===== src/rtl/dcache_port_arbiter_pkg.sv =====
// -----------------------------------------------------------------------------
// dcache_port_arbiter_pkg
//   Shared types and constants for the data-cache request front-end:
//   - CPU port request/response structs (dcache_req_i_t / dcache_req_o_t)
//   - port identifiers (request_port_select_t)
//   - the normalised controller request (cpu_req_t)
//   - the arbiter FSM state encoding (arb_state_t)
//   - cpu_to_memory_size(): 2-bit CPU size -> 3-bit memory size encoding
// -----------------------------------------------------------------------------
package dcache_port_arbiter_pkg;

    localparam int XLEN               = 32;
    localparam int PLEN               = 32;
    localparam int DCACHE_INDEX_WIDTH = 12;
    localparam int DCACHE_TAG_WIDTH   = PLEN - DCACHE_INDEX_WIDTH;

    typedef enum logic [1:0] {
        PTW_PORT        = 2'd0,
        LOAD_UNIT_PORT  = 2'd1,
        STORE_UNIT_PORT = 2'd2
    } request_port_select_t;

    localparam logic [1:0] CPU_REQUEST_SIZE_8     = 2'b00;
    localparam logic [1:0] CPU_REQUEST_SIZE_16    = 2'b01;
    localparam logic [1:0] CPU_REQUEST_SIZE_32    = 2'b10;
    localparam logic [1:0] CPU_REQUEST_SIZE_64    = 2'b11;

    localparam logic [2:0] MEMORY_REQUEST_SIZE_8  = 3'b000;
    localparam logic [2:0] MEMORY_REQUEST_SIZE_16 = 3'b001;
    localparam logic [2:0] MEMORY_REQUEST_SIZE_32 = 3'b010;
    localparam logic [2:0] MEMORY_REQUEST_SIZE_64 = 3'b011;

    typedef struct packed {
        logic [DCACHE_INDEX_WIDTH-1:0] address_index;
        logic [DCACHE_TAG_WIDTH-1:0]   address_tag;
        logic [XLEN-1:0]               data_wdata;
        logic                          data_req;
        logic                          data_we;
        logic [XLEN/8-1:0]             data_be;
        logic [1:0]                    data_size;
        logic                          kill_req;
        logic                          tag_valid;
    } dcache_req_i_t;

    typedef struct packed {
        logic            data_gnt;
        logic            data_rvalid;
        logic [XLEN-1:0] data_rdata;
    } dcache_req_o_t;

    typedef struct packed {
        logic [PLEN-1:0]      paddr;
        logic [XLEN-1:0]      wdata;
        logic                 we;
        logic [XLEN/8-1:0]    be;
        logic [2:0]           size;
        request_port_select_t port;
    } cpu_req_t;

    typedef enum logic [1:0] {
        ARB_IDLE      = 2'd0,
        ARB_WAIT_TAG  = 2'd1,
        ARB_ISSUE     = 2'd2,
        ARB_WAIT_DONE = 2'd3
    } arb_state_t;

    function automatic logic [2:0] cpu_to_memory_size(input logic [1:0] cpu_size);
        logic [2:0] mem_size;
        case (cpu_size)
            CPU_REQUEST_SIZE_8:  mem_size = MEMORY_REQUEST_SIZE_8;
            CPU_REQUEST_SIZE_16: mem_size = MEMORY_REQUEST_SIZE_16;
            CPU_REQUEST_SIZE_32: mem_size = MEMORY_REQUEST_SIZE_32;
            default:             mem_size = MEMORY_REQUEST_SIZE_64;
        endcase
        return mem_size;
    endfunction

endpackage


===== src/rtl/dcache_port_arbiter_if.sv =====
// -----------------------------------------------------------------------------
// dcache_port_arbiter_if
//   Bundles the CPU request ports and the cache-controller handshake.
//   Modports:
//     slave  - the arbiter: receives port requests and controller responses,
//              drives grants/rvalid/rdata and the normalised request.
//     master - the environment (CPU ports + cache controller).
//   Handshake rule: ctrl_req_o is transferred on a cycle where
//   ctrl_req_valid_o and ctrl_req_ready_i are both 1; while valid is high
//   and ready is low, ctrl_req_o is held stable. CPU ports keep data_req
//   high until they see data_gnt.
// -----------------------------------------------------------------------------
interface dcache_port_arbiter_if #(
    parameter int NUM_PORTS = 3
);
    import dcache_port_arbiter_pkg::*;

    dcache_req_i_t   req_ports_i [NUM_PORTS];
    dcache_req_o_t   req_ports_o [NUM_PORTS];
    logic            ctrl_req_valid_o;
    logic            ctrl_req_ready_i;
    cpu_req_t        ctrl_req_o;
    logic            ctrl_done_i;
    logic [XLEN-1:0] ctrl_rdata_i;

    modport slave (
        input  req_ports_i,
        output req_ports_o,
        output ctrl_req_valid_o,
        input  ctrl_req_ready_i,
        output ctrl_req_o,
        input  ctrl_done_i,
        input  ctrl_rdata_i
    );

    modport master (
        output req_ports_i,
        input  req_ports_o,
        input  ctrl_req_valid_o,
        output ctrl_req_ready_i,
        input  ctrl_req_o,
        output ctrl_done_i,
        output ctrl_rdata_i
    );

endinterface


===== src/rtl/dcache_port_arbiter.sv =====
// -----------------------------------------------------------------------------
// dcache_port_arbiter
//   Fixed-priority front-end of the data cache. Grants the lowest-index
//   requesting port, collects a possibly late physical tag, presents one
//   normalised request to the controller and routes completion/read data
//   back to the originating port.
//   Ports:
//     clk_i    - clock
//     rst_ni   - synchronous active-low reset
//     bus      - dcache_port_arbiter_if.slave (CPU ports + controller)
//     busy_o   - 1 whenever the FSM is not in ARB_IDLE
//     state_o  - current FSM state (debug)
// -----------------------------------------------------------------------------
module dcache_port_arbiter
    import dcache_port_arbiter_pkg::*;
#(
    parameter int NUM_PORTS = 3
) (
    input  logic                  clk_i,
    input  logic                  rst_ni,
    dcache_port_arbiter_if.slave  bus,
    output logic                  busy_o,
    output arb_state_t            state_o
);

    localparam int PORT_W = 2;

    arb_state_t    r_state;
    arb_state_t    w_next_state;
    cpu_req_t      r_req;

    // Winner of the priority search (valid only when w_found)
    logic                          w_found;
    logic [PORT_W-1:0]             w_winner;
    logic [DCACHE_INDEX_WIDTH-1:0] w_win_index;
    logic [DCACHE_TAG_WIDTH-1:0]   w_win_tag;
    logic [XLEN-1:0]               w_win_wdata;
    logic                          w_win_we;
    logic [XLEN/8-1:0]             w_win_be;
    logic [1:0]                    w_win_size;
    logic                          w_win_tag_valid;

    // Fields of the port latched in r_req.port
    logic                          w_lat_kill;
    logic                          w_lat_tag_valid;
    logic [DCACHE_TAG_WIDTH-1:0]   w_lat_tag;

    dcache_req_o_t w_req_o [NUM_PORTS];

    // Leading-one search: iterating from the highest index down lets the
    // lowest requesting index overwrite the result last, so it wins.
    always_comb begin
        w_found         = 1'b0;
        w_winner        = '0;
        w_win_index     = '0;
        w_win_tag       = '0;
        w_win_wdata     = '0;
        w_win_we        = 1'b0;
        w_win_be        = '0;
        w_win_size      = '0;
        w_win_tag_valid = 1'b0;
        for (int i = NUM_PORTS - 1; i >= 0; i--) begin
            if (bus.req_ports_i[i].data_req) begin
                w_found         = 1'b1;
                w_winner        = PORT_W'(i);
                w_win_index     = bus.req_ports_i[i].address_index;
                w_win_tag       = bus.req_ports_i[i].address_tag;
                w_win_wdata     = bus.req_ports_i[i].data_wdata;
                w_win_we        = bus.req_ports_i[i].data_we;
                w_win_be        = bus.req_ports_i[i].data_be;
                w_win_size      = bus.req_ports_i[i].data_size;
                w_win_tag_valid = bus.req_ports_i[i].tag_valid;
            end
        end
    end

    always_comb begin
        w_lat_kill      = 1'b0;
        w_lat_tag_valid = 1'b0;
        w_lat_tag       = '0;
        for (int i = 0; i < NUM_PORTS; i++) begin
            if (r_req.port == PORT_W'(i)) begin
                w_lat_kill      = bus.req_ports_i[i].kill_req;
                w_lat_tag_valid = bus.req_ports_i[i].tag_valid;
                w_lat_tag       = bus.req_ports_i[i].address_tag;
            end
        end
    end

    // FSM: state register
    always_ff @(posedge clk_i) begin
        if (!rst_ni) begin
            r_state <= ARB_IDLE;
        end else begin
            r_state <= w_next_state;
        end
    end

    // FSM: next-state logic
    always_comb begin
        w_next_state = r_state;
        case (r_state)
            ARB_IDLE: begin
                if (w_found) begin
                    w_next_state = w_win_tag_valid ? ARB_ISSUE : ARB_WAIT_TAG;
                end
            end
            ARB_WAIT_TAG: begin
                // A kill beats a tag arriving in the same cycle.
                if (w_lat_kill) begin
                    w_next_state = ARB_IDLE;
                end else if (w_lat_tag_valid) begin
                    w_next_state = ARB_ISSUE;
                end
            end
            ARB_ISSUE: begin
                if (bus.ctrl_req_ready_i) begin
                    w_next_state = ARB_WAIT_DONE;
                end
            end
            ARB_WAIT_DONE: begin
                if (bus.ctrl_done_i) begin
                    w_next_state = ARB_IDLE;
                end
            end
            default: w_next_state = ARB_IDLE;
        endcase
    end

    // FSM: outputs. Grants only in IDLE; rvalid for a kill in WAIT_TAG or
    // a read completion in WAIT_DONE, always on the latched port only.
    always_comb begin
        for (int i = 0; i < NUM_PORTS; i++) begin
            w_req_o[i] = '0;
            if (r_state == ARB_IDLE && w_found && w_winner == PORT_W'(i)) begin
                w_req_o[i].data_gnt = 1'b1;
            end
            if (r_req.port == PORT_W'(i)) begin
                if (r_state == ARB_WAIT_TAG && w_lat_kill) begin
                    w_req_o[i].data_rvalid = 1'b1;
                end
                if (r_state == ARB_WAIT_DONE && bus.ctrl_done_i && !r_req.we) begin
                    w_req_o[i].data_rvalid = 1'b1;
                    w_req_o[i].data_rdata  = bus.ctrl_rdata_i;
                end
            end
        end
    end

    assign bus.req_ports_o      = w_req_o;
    assign bus.ctrl_req_valid_o = (r_state == ARB_ISSUE);
    assign bus.ctrl_req_o       = r_req;
    assign busy_o               = (r_state != ARB_IDLE);
    assign state_o              = r_state;

    // Request latch. The tag half of paddr is filled either at grant time
    // (tag already valid) or later from the latched port in WAIT_TAG.
    always_ff @(posedge clk_i) begin
        if (!rst_ni) begin
            r_req <= '0;
        end else begin
            case (r_state)
                ARB_IDLE: begin
                    if (w_found) begin
                        r_req.paddr <= {(w_win_tag_valid ? w_win_tag
                                                         : {DCACHE_TAG_WIDTH{1'b0}}),
                                        w_win_index};
                        r_req.wdata <= w_win_wdata;
                        r_req.we    <= w_win_we;
                        r_req.be    <= w_win_be;
                        r_req.size  <= cpu_to_memory_size(w_win_size);
                        r_req.port  <= request_port_select_t'(w_winner);
                    end
                end
                ARB_WAIT_TAG: begin
                    if (!w_lat_kill && w_lat_tag_valid) begin
                        r_req.paddr[PLEN-1:DCACHE_INDEX_WIDTH] <= w_lat_tag;
                    end
                end
                default: ;
            endcase
        end
    end

endmodule


===== src/flat_wrapper.sv =====
// flat-port wrapper written by rule: the top's interface ports become plain ports
module dcache_port_arbiter_flat import dcache_port_arbiter_pkg::*;
#(
    parameter int NUM_PORTS = 3
)
  (clk_i, rst_ni, busy_o, state_o, bus_req_ports_i, bus_req_ports_o, bus_ctrl_req_valid_o, bus_ctrl_req_ready_i, bus_ctrl_req_o, bus_ctrl_done_i, bus_ctrl_rdata_i);
  dcache_port_arbiter_if #(.NUM_PORTS(NUM_PORTS)) bus_i ();
  input  logic clk_i;
  input  logic rst_ni;
  output logic busy_o;
  output arb_state_t state_o;
  input wire logic [$bits(bus_i.req_ports_i)-1:0] bus_req_ports_i;
  output wire logic [$bits(bus_i.req_ports_o)-1:0] bus_req_ports_o;
  output wire logic [$bits(bus_i.ctrl_req_valid_o)-1:0] bus_ctrl_req_valid_o;
  input wire logic [$bits(bus_i.ctrl_req_ready_i)-1:0] bus_ctrl_req_ready_i;
  output wire logic [$bits(bus_i.ctrl_req_o)-1:0] bus_ctrl_req_o;
  input wire logic [$bits(bus_i.ctrl_done_i)-1:0] bus_ctrl_done_i;
  input wire logic [$bits(bus_i.ctrl_rdata_i)-1:0] bus_ctrl_rdata_i;
  assign bus_i.req_ports_i = {>>{bus_req_ports_i}};
  assign bus_req_ports_o = {>>{bus_i.req_ports_o}};
  assign bus_ctrl_req_valid_o = bus_i.ctrl_req_valid_o;
  assign bus_i.ctrl_req_ready_i = bus_ctrl_req_ready_i;
  assign bus_ctrl_req_o = bus_i.ctrl_req_o;
  assign bus_i.ctrl_done_i = bus_ctrl_done_i;
  assign bus_i.ctrl_rdata_i = bus_ctrl_rdata_i;
  dcache_port_arbiter #(.NUM_PORTS(NUM_PORTS)) u_core (.clk_i(clk_i), .rst_ni(rst_ni), .bus(bus_i), .busy_o(busy_o), .state_o(state_o));
endmodule

===== config.mk =====
export PLATFORM = sky130hd
export DESIGN_NAME = dcache_port_arbiter_flat
export DESIGN_NICKNAME = d
export VERILOG_FILES = /design/src/rtl/dcache_port_arbiter_pkg.sv /design/src/rtl/dcache_port_arbiter_if.sv /design/src/rtl/dcache_port_arbiter.sv /design/src/flat_wrapper.sv
export SDC_FILE = /design/constraint.sdc
export NUM_CORES = 1
export LEC_CHECK = 0
export BUFFER_PORTS_ARGS = -buffer_cell sky130_fd_sc_hd__buf_2
export CAP_MARGIN = 20
export CORE_AREA = 10 10 162 164
export DETAILED_ROUTE_END_ITERATION = 12
export DIE_AREA = 0 0 172 174
export PLACE_DENSITY_LB_ADDON = 0.08
export SLEW_MARGIN = 10
export SYNTH_ARGS = -nofsm -noshare
export SYNTH_HDL_FRONTEND = slang
export SYNTH_SLANG_ARGS = --single-unit

===== constraint.sdc =====
create_clock -name clk_i -period 3.4 [get_ports clk_i]
set_clock_uncertainty 0.05 [all_clocks]
set_input_delay 0.85 -clock clk_i [delete_from_list [all_inputs] [get_ports clk_i]]
set_output_delay 0.85 -clock clk_i [all_outputs]
set_load 0.05 [all_outputs]

==> impl_summary.txt <==
----------------------------------------------------
[Timing]
  Slew at the pin closest to its max-slew limit ... 0.970 ns
  Post-Route Hold Slack ... 0.401 ns
  Final clock period utilization by the worst path ... 91.6%
  Final hold vios ... 0
  Worst slew slack as a fraction of its limit ... 35.2%
  Maximum frequency from static timing analysis ... 321 MHz
  Final Worst Setup Slack ... 0.286 ns
  Unrepaired setup endpoints after global routing ... false
  Fin Setup TNS ... 0 ns
  Finish-stage setup viols ... 0
  Tmin final ... 3.11 ns
  Final-report max-slew violation count ... 0

[Worst setup path]
  Critical path's most frequent cell ... sky130_fd_sc_hd__buf_2
  Crit Path Class ... in -> out
  Delay-heaviest family, CP ... simple AND/OR/NAND/NOR gates
  Reg-to-Reg End ... u_core.bus.ctrl_req_o[58]
  Startpoint of the worst setup timing path ... bus_ctrl_done_i
  Startpoint type of the worst setup path ... input port
  Slowest-stage cell, CP ... sky130_fd_sc_hd__or3_1
  Crit path capture type ... primary output
  Arrival time at the worst endpoint ... 2.21 ns
  Critical-path cell list ... buf_2 -> inv_1 -> or3_1 -> nor3_4 -> buf_12 -> and2_1 -> buf_2
  Worst r2r src ... u_core.bus.ctrl_req_o[1]
  Cell count of the worst reg-to-reg path ... 5
  Required time worst endpoint ... 2.50 ns
  Reg2Reg Setup Slack ... 0.89 ns
  Crit path capture ... bus_req_ports_o[96]
  Largest stage delay on the critical path ... 0.38 ns
  Number of buffer and inverter stages on the critical path ... 4
  Worst-path maximum fanout ... 31
  Logic depth of the worst path, buffers included ... 7

[CTS]
  Post-cts hold buffer count ... 0
  Clock tree from TritonCTS ... built
  Clock insertion delay at the later pin of the skew report ... 0.34 ns
  Number of buffers added for setup after CTS ... 0
  CTS Sinks ... 75
  Post-CTS clock slew at the launch and capture registers of the worst setup and hold paths ... 0.06 ns
  Largest buffer count on any clock path ... 2
  Clock Tree Root ... sky130_fd_sc_hd__clkbuf_16
  Number of gates resized after CTS ... 0
  H-tree level count ... 3
  Number of CTS-inserted buffers ... 9

[Synthesis]
  Average cell area after synthesis ... 7.61 sq um
  Cell area after technology mapping ... 0.00555 sq mm
  Primary FF master, synth ... sky130_fd_sc_hd__dfxtp_1
  Count of cell types in the netlist ... 39
  Post-synth top area cell ... sky130_fd_sc_hd__dfxtp_1
  Net count after synthesis ... 987
  Number of synthesized flops with an enable pin ... 0
  Yosys reg bits ... 75
  Portion of the post-synthesis area used by sequential elements ... 27.1%
  Total number of yosys warnings ... 0
  Share of flip-flops with an asynchronous set or reset ... 0%
  Synthesized netlist cell count ... 729
  Cells taking the most area after synthesis ... sky130_fd_sc_hd__dfxtp_1, sky130_fd_sc_hd__a221o_1, sky130_fd_sc_hd__and2_1
  Top cell type's share of synthesized area ... 27.1%

[Finish]
  Final Cell Area ... 0.00835 sq mm
  Top library cells by usage in the layout, fill and taps aside ... sky130_fd_sc_hd__buf_2, sky130_fd_sc_hd__and2_1, sky130_fd_sc_hd__a21oi_1, sky130_fd_sc_hd__dfxtp_1, sky130_fd_sc_hd__a221o_1
  Relative area change from synthesis to final layout ... 50.5%
  Layout net count ... 1,374
  Share of cells above drive strength 1 ... 43.5%
  Final design utilization ... 36.1%
  Final cell count without fillers ... 1,413
  Most common library cell in the layout ignoring fill and taps ... sky130_fd_sc_hd__buf_2

[Placement]
  Worst setup timing slack at the placement stage ... 0.266 ns
  Post-Place Cells ... 1,395
  Placed Instance Area ... 0.00800 sq mm
  PortBufs ... 436
  Global placement routability congestion ... 0.871
  Final HPWL DP ... 24,500 um

[Drt]
  Number of violations reported at the end of detailed-routing iteration 0 ... 312
  Length of the first detailed-routing pass in iterations ... 4
  Average detailed-routed wire length per instance ... 21.8 um
  DRC violation count after routing ... 0
  Antenna Nets Post-Route ... 0
  Via Count ... 7,042
  Vias per cell ... 4.98
  Total detailed-routing wirelength ... 30,800 um

[Global routing]
  Pin count of the biggest net entering global routing ... 62
  GRT Util Overall ... 19.3%
  Gr ovfl total ... 0
  Antenna violations before repair ... 2
  Via count of the first global-routing pass ... 7,211
  Global-route wire length before repair ... 44,800 um

[Floorplan]
  Ports ... 438
  Starting Density ... 24.0%
  Core box area ... 0.0231 sq mm
  Floorplan die height ... 174 um
  Die X ... 172 um
  Cell Rows ... 56
  Die outline area ... 0.0299 sq mm

[Power and ir drop]
  Overall power of the completed layout ... 5.55 mW
  Power density cells ... 665 mW/mm^2
  Worst supply voltage drop on vdd ... 238 uV
  Static leakage power ... 4.13 nW

[Status]
  Run status ... finished clean

[Worst hold path]
  Min-Delay Path Class ... reg -> reg

[Job]
  Reported max-cap violation count ... 0

----------------------------------------------------
## report_power, final
group          internal (mW)  switching, mW  total, mW
Combinational          0.807           2.32       3.13
Sequential              1.14          0.159       1.30
Clock                  0.721          0.405       1.13
Total                   2.67           2.89       5.55
## per-layer routing
metal | routed length [um] | part of all wire (%) | up-vias | global-route usage, %
met1 | 11500 | 37 | 3250 | 20.9
met5 | 0 | 0 | - | 0
met4 | 703 | 2.3 | 0 | 6.65
met2 | 15600 | 51 | 296 | 34.3
met3 | 2970 | 9.6 | 29 | 5.96
li1 | - | - | 3467 | -
## synthesized netlist by cell type, types with 4 or more instances
| master | count |
|---|---|
| sky130_fd_sc_hd__o21ai_1 | 21 |
| sky130_fd_sc_hd__nor2_1 | 7 |
| sky130_fd_sc_hd__inv_1 | 23 |
| sky130_fd_sc_hd__a32oi_1 | 20 |
| sky130_fd_sc_hd__mux2i_1 | 24 |
| sky130_fd_sc_hd__nor2b_1 | 4 |
| sky130_fd_sc_hd__a221o_1 | 71 |
| sky130_fd_sc_hd__clkbuf_1 | 65 |
| sky130_fd_sc_hd__nand3_1 | 51 |
| sky130_fd_sc_hd__nand2_1 | 55 |
| sky130_fd_sc_hd__a21oi_1 | 75 |
| sky130_fd_sc_hd__o2bb2ai_1 | 20 |
| sky130_fd_sc_hd__o21ai_0 | 6 |
| sky130_fd_sc_hd__buf_2 | 10 |
| sky130_fd_sc_hd__nand2b_1 | 53 |
| sky130_fd_sc_hd__dfxtp_1 | 75 |
| sky130_fd_sc_hd__and2_1 | 97 |
| sky130_fd_sc_hd__o311ai_0 | 19 |
## area by class of cell
type	instances	area (sq um)
Fill cell	2550	14800
Inverter	25	93.8
Sequential cell	75	1500
Tap cell	290	363
Multi-Input combinational cell	546	3650
Antenna cell	2	5.00
Clock inverter	6	113
Timing Repair Buffer	459	2400
Clock buffer	10	229
## cells by family after synthesis
group | Yosys count | share of synthesized area (%)
AND/OR/NAND/NOR | 282 | 28.1
AO/OA/AOI/OAI | 239 | 32.5
buffers and inverters | 108 | 7.94
flip-flops | 75 | 27.1
other | 1 | 0.0676
multiplexers | 24 | 4.33
## sequential cells by signal, indices dropped and copies added (netlist names)
register               flops
u_core.state_o             2
u_core.bus.ctrl_req_o     73
## worst min-delay path, stage by stage, from the launching register on
cell and delay [ns]:
sky130_fd_sc_hd__dfxtp_1 0.30, sky130_fd_sc_hd__nand2_1 0.05, sky130_fd_sc_hd__a21oi_1 0.05
## worst min path at each step
stage                               from                         to  cells past startpoint
3_5_place_dp   u_core.bus.ctrl_req_o[19]  u_core.bus.ctrl_req_o[19]                      2
3_3_place_gp   u_core.bus.ctrl_req_o[20]  u_core.bus.ctrl_req_o[20]                      2
5_1_grt        u_core.bus.ctrl_req_o[29]  u_core.bus.ctrl_req_o[29]                      2
6_report       u_core.bus.ctrl_req_o[20]  u_core.bus.ctrl_req_o[20]                      2
2_1_floorplan  u_core.bus.ctrl_req_o[32]  u_core.bus.ctrl_req_o[32]                      2
4_1_cts        u_core.bus.ctrl_req_o[20]  u_core.bus.ctrl_req_o[20]                      2
(Power assumes the default switching activity.)
